## src/rtl/icache_fetch_unit.sv

```systemverilog
// Direct-mapped instruction cache with a blocking, in-order block refill.
// Hits return the word combinationally; misses stall fetch until refilled.
module icache_fetch_unit #(
    parameter int INDEX_BITS  = 4,
    parameter int OFFSET_BITS = 2
) (
    input  logic        clk,
    input  logic        rst,
    input  logic [31:0] pc,
    input  logic        flush,
    output logic [31:0] instruction,
    output logic        hit,
    output logic [31:0] mem_addr,
    output logic        mem_read,
    input  logic [31:0] mem_rdata,
    input  logic        mem_ready
);

    localparam int LINES    = 1 << INDEX_BITS;
    localparam int WORDS    = 1 << OFFSET_BITS;
    localparam int TAG_LSB  = INDEX_BITS + OFFSET_BITS + 2;
    localparam int TAG_BITS = 32 - TAG_LSB;
    localparam int BLK_BITS = 30 - OFFSET_BITS;
    localparam logic [OFFSET_BITS-1:0] LAST_BEAT = '1;

    typedef enum logic {
        LOOKUP,
        REFILL
    } state_t;

    state_t state_q, state_d;
    logic [OFFSET_BITS-1:0] beat_q, beat_d;
    logic [BLK_BITS-1:0]    blk_q, blk_d;
    logic [LINES-1:0]       valid_q, valid_d;

    logic [31:0]         data_q [LINES*WORDS];
    logic [TAG_BITS-1:0] tag_q  [LINES];

    logic [OFFSET_BITS-1:0] pc_off;
    logic [INDEX_BITS-1:0]  pc_idx;
    logic [TAG_BITS-1:0]    pc_tag;
    logic [INDEX_BITS-1:0]  line;
    logic [TAG_BITS-1:0]    blk_tag;
    logic                   lookup_hit;
    logic                   wr_data;
    logic                   wr_tag;
    logic                   unused_pc;

    assign pc_off     = pc[OFFSET_BITS+1:2];
    assign pc_idx     = pc[TAG_LSB-1:OFFSET_BITS+2];
    assign pc_tag     = pc[31:TAG_LSB];
    assign unused_pc  = ^pc[1:0];
    assign line       = blk_q[INDEX_BITS-1:0];
    assign blk_tag    = blk_q[BLK_BITS-1:INDEX_BITS];
    assign lookup_hit = valid_q[pc_idx] && (tag_q[pc_idx] == pc_tag);

    // Next state, array write strobes and fetch/memory outputs.
    always_comb begin
        state_d     = state_q;
        beat_d      = beat_q;
        blk_d       = blk_q;
        valid_d     = valid_q;
        hit         = 1'b0;
        instruction = 32'h0;
        mem_read    = 1'b0;
        mem_addr    = 32'h0;
        wr_data     = 1'b0;
        wr_tag      = 1'b0;
        unique case (state_q)
            LOOKUP: begin
                if (flush) begin
                    valid_d = '0;
                end else if (lookup_hit) begin
                    hit         = 1'b1;
                    instruction = data_q[{pc_idx, pc_off}];
                end else begin
                    blk_d           = pc[31:OFFSET_BITS+2];
                    beat_d          = '0;
                    valid_d[pc_idx] = 1'b0;
                    state_d         = REFILL;
                end
            end
            REFILL: begin
                mem_read = 1'b1;
                mem_addr = {blk_q, beat_q, 2'b00};
                if (flush) begin
                    valid_d = '0;
                    beat_d  = '0;
                    state_d = LOOKUP;
                end else if (mem_ready) begin
                    wr_data = 1'b1;
                    if (beat_q == LAST_BEAT) begin
                        wr_tag        = 1'b1;
                        valid_d[line] = 1'b1;
                        beat_d        = '0;
                        state_d       = LOOKUP;
                    end else begin
                        beat_d = beat_q + 1'b1;
                    end
                end
            end
        endcase
    end

    // Control state; reset drops valid bits and any refill in flight.
    always_ff @(posedge clk) begin
        if (rst) begin
            state_q <= LOOKUP;
            beat_q  <= '0;
            blk_q   <= '0;
            valid_q <= '0;
        end else begin
            state_q <= state_d;
            beat_q  <= beat_d;
            blk_q   <= blk_d;
            valid_q <= valid_d;
        end
    end

    // Data and tag storage; contents survive reset, valid bits gate use.
    always_ff @(posedge clk) begin
        if (!rst && wr_data) begin
            data_q[{line, beat_q}] <= mem_rdata;
        end
        if (!rst && wr_tag) begin
            tag_q[line] <= blk_tag;
        end
    end

endmodule
```

## config.mk

```make
export PLATFORM = sky130hd
export DESIGN_NAME = icache_fetch_unit
export DESIGN_NICKNAME = d
export VERILOG_FILES = /design/src/rtl/icache_fetch_unit.sv
export SDC_FILE = /design/constraint.sdc
export NUM_CORES = 2
export LEC_CHECK = 0
export CAP_MARGIN = 20
export CELL_PAD_IN_SITES_DETAIL_PLACEMENT = 0
export CELL_PAD_IN_SITES_GLOBAL_PLACEMENT = 1
export CORE_ASPECT_RATIO = 1.75
export CORE_MARGIN = 2
export CORE_UTILIZATION = 50
export CTS_CLUSTER_SIZE = 40
export DETAILED_ROUTE_END_ITERATION = 7
export HOLD_SLACK_MARGIN = 0.1
export MAX_ROUTING_LAYER = met4
export PLACE_DENSITY_LB_ADDON = 0.1
export SLEW_MARGIN = 20
export SYNTH_ARGS = -nofsm -noshare
export SYNTH_HDL_FRONTEND = slang
export SYNTH_SLANG_ARGS = --single-unit
```

## constraint.sdc

```tcl
create_clock -name clk -period 5.5 [get_ports clk]
set_input_delay 1.1 -clock clk [delete_from_list [all_inputs] [get_ports clk]]
set_output_delay 1.1 -clock clk [all_outputs]
set_load 0.05 [all_outputs]
```

==> results.md <==
- Status: finished clean
- Total track usage: 30.7%
- Buffers on Ports: 129
- Largest net degree at the start of global routing: 75
- Metal1 wirelength: 103 mm
- CTS Sinks: 2,479
- Synth top area cells: edfxtp_1 (77%), mux4_2 (14%), mux2i_1 (1.5%), o22ai_1 (1.1%), dfxtp_1 (0.99%)
- Register Area: 74,000 µm²
- Post-Synth Adder-Cell Area: 0.0131%
- Measured slew at the worst slew-check pin: 1110 ps
- Max Fclk: 0.185 GHz
- GPL Wtd Cong: 0.860
- Distinct cells, synth: 66
- Ratio of cells with drive above 1 in the final layout: 31.0%
- Fin Clk Skew: 42.5 ps
- Worst-path clk slew: 60 ps
- Top Ports: 134
- Final hold viol count: 0
- Initial DRC count: 5,760
- Hpwl dp: 170 mm
- Worst skew pair latency: 870 ps
- Starting density of the core: 50.2%
- Worst setup EP type: primary output
- Area share of the largest cell type after synthesis: 76.6%
- WL met3: 19.4 mm
- Final-stage net count: 4,934
- Wire length on met2: 152 mm
- Slew HR: 25.7%
- Vias in the first global route: 49,138
- DP Cell Count: 7,077
- Clk buf depth: 4
- Initial antenna violation count: 9
- Synth Area in Simple Gates: 2.47%
- Gr ovfl total: 0
- DRC Markers: 0
- Crit path launch type: primary input
- DR vias: 48,814
- MaxCap Viol Count: 0
- Period utilization: 98.0%
- Pwr Density: 343 nW/µm²
- Peak VDD IR: 0.286 mV
- Top Metal Used: met4
- RSZ-0062 raised after global routing: no
- Critical path type: in -> out
- Post-synth EDFFs: 2,432
- Layout area overhead: 16.5%
- Number of vias per cell: 6.50
- Seq/Total Area, Yosys: 77.6%
- Layout Cells excl Fill: 7,506
- Mapped cell area: 95,300 µm²
- Leak: 35.3 nW
- FFs w/ async S/R, synth: 0%
- Slew Viols, Final: 0
- #FFs+latches synth: 2,479
- Fill cells: 13,807
- Mux share of post-synthesis cell area: 16.2%
- Area occupied by multi-input gates: 21,000 µm²
- Synthesized area per cell: 22.0 µm²
- # setup viols final: 0
- Final setup TNS: 0 ps
- Worst EP required: 4400 ps
- Antenna-violating nets left: 0
- WL/cell: 38.3 µm
- Root buf cell: clkbuf_16
- Crit-path max FO: 17
- WL final: 288 mm
- Post-synthesis compound-gate area fraction: 2.40%
- Hold/Removal Path Class: reg -> reg
- DR pass1 iterations: 5
- Post-synth top area cell: edfxtp_1
- Crit path DAT: 4290 ps
- YS warnings: 0
- First-pass GRT wire length: 394 mm
- Die width: 334 µm
- Most used DFF post-synth: edfxtp_1
- DIE AREA: 194,000 µm²
- Xor and xnor fraction of the mapped netlist area: 0.184%
- Combinational family with the most area after synthesis: multiplexers
- H-tree depth: 4
- CTS tree: built
- Min Clock Period, post-route: 5390 ps
- CTS buffer count: 224
- Core Area: 190,000 µm²
- DIE HEIGHT: 582 µm
- Row Count: 212
- Syn Inst Count: 4,331
==> cell usage in the layout (no fill, tap or decap), types with 58 or more instances in the layout <==
cell / n
buf_12: 123
nand2_1: 80
o22ai_1: 163
nor2_4: 80
mux4_2: 608
clkbuf_16: 226
edfxtp_1: 2432
nor2_1: 58
nand2b_1: 77
mux2i_1: 144
clkdlybuf4s50_1: 59
buf_4: 335
==> sequential cells by signal, indices dropped and copies added, names as in the netlist <==
signal,flops
blk_q,28
beat_q,2
state_q,1
tag_q,384
valid_q,16
data_q,2048
==> per-stage QoR <==
step	util [%]	hold slack [ps]	instance area, µm²	worst slack (ps)	power [W]
global route	58.4	518	111000	4.18	0.0390
global placement	54.5	471	104000	-905	0.0231
finish	58.4	492	111000	109	0.0380
detailed placement	54.5	480	104000	-799	0.0231
floorplan	-	458	95400	-457	0.0222
CTS	58.3	491	111000	13.6	0.0382
==> worst max-delay path, stage by stage <==
cell      delay (ps)
buf_16           150
buf_12           170
and2_1           170
buf_4            170
a22o_1           230
o21ai_0          180
o211ai_1         130
nor4b_2          370
buf_4            220
o211a_1          160
nand4_1          160
buf_12           220
buf_12           170
a311oi_2         280
buf_4            210
buf_12           140
==> final timing paths <==
path / startpoint / end / slack, ps / cells past startpoint
setup / recovery: pc[5] / instruction[6] / 110 / 16
hold reg to reg: valid_q[8]$_SDFFE_PP0P_ / valid_q[8]$_SDFFE_PP0P_ / 490 / 2
setup reg to reg: state_q$_SDFF_PP0_ / data_q[3][5]$_DFFE_PP_ / 2010 / 5
hold / removal: valid_q[8]$_SDFFE_PP0P_ / valid_q[8]$_SDFFE_PP0P_ / 490 / 2
==> kinds of logic (layout without fill, tap and decap cells) <==
logic type / Yosys count / count (layout)
other cells: 1 / 7
xor+xnor: 20 / 20
compound gates: 338 / 338
buf+inv: 246 / 954
mux: 776 / 776
simple gates: 470 / 470
flops: 2479 / 2479
fa+ha+maj: 1 / 1
==> metal layers <==
layer	up-vias	track usage [%]
met4	0	11.9
met5	-	-
met3	520	4.14
met1	26721	37.1
li1	19358	-
met2	2215	52.7
==> power breakdown <==
| part | total, W | leakage, nW | switching, W | internal [W] |
|---|---|---|---|---|
| registers | 0.0208 | 22.4 | 0.0000690 | 0.0208 |
| logic | 0.00189 | 9.41 | 0.00111 | 0.000774 |
| clock network | 0.0153 | 3.45 | 0.00687 | 0.00844 |
| total | 0.0380 | 35.3 | 0.00805 | 0.0300 |
==> layout make-up <==
cell class                 instances  area share, %
multi-input combinational       1607           19.0
clock inverter                   132           1.03
sequential                      2479           66.6
timing repair buffer             545           5.29
clock buffer                     269           5.27
inverter                           8         0.0271
tap                             2461           2.77
antenna                            5         0.0113
==> cells in the mapped netlist (20+ instances only) <==
master and n:
edfxtp_1 2432, mux4_2 608, o22ai_1 163, mux2i_1 147
nor2_1 139, clkbuf_1 125, nand2_1 87, nand2b_1 77
o21ai_0 51, buf_2 47, dfxtp_1 47, buf_1 43
and2_1 40, nor4_1 24, a22oi_1 23, mux2_2 21
nor3_1 20
==> timing repair <==
item,CTS,global route
hold buffers,0,0
pin swaps,1,3
buffers inserted,3,19
cloned,0,0
gates resized for setup,10,20
setup endpoints to repair,32,22
Power figures use the tool's default switching activity.
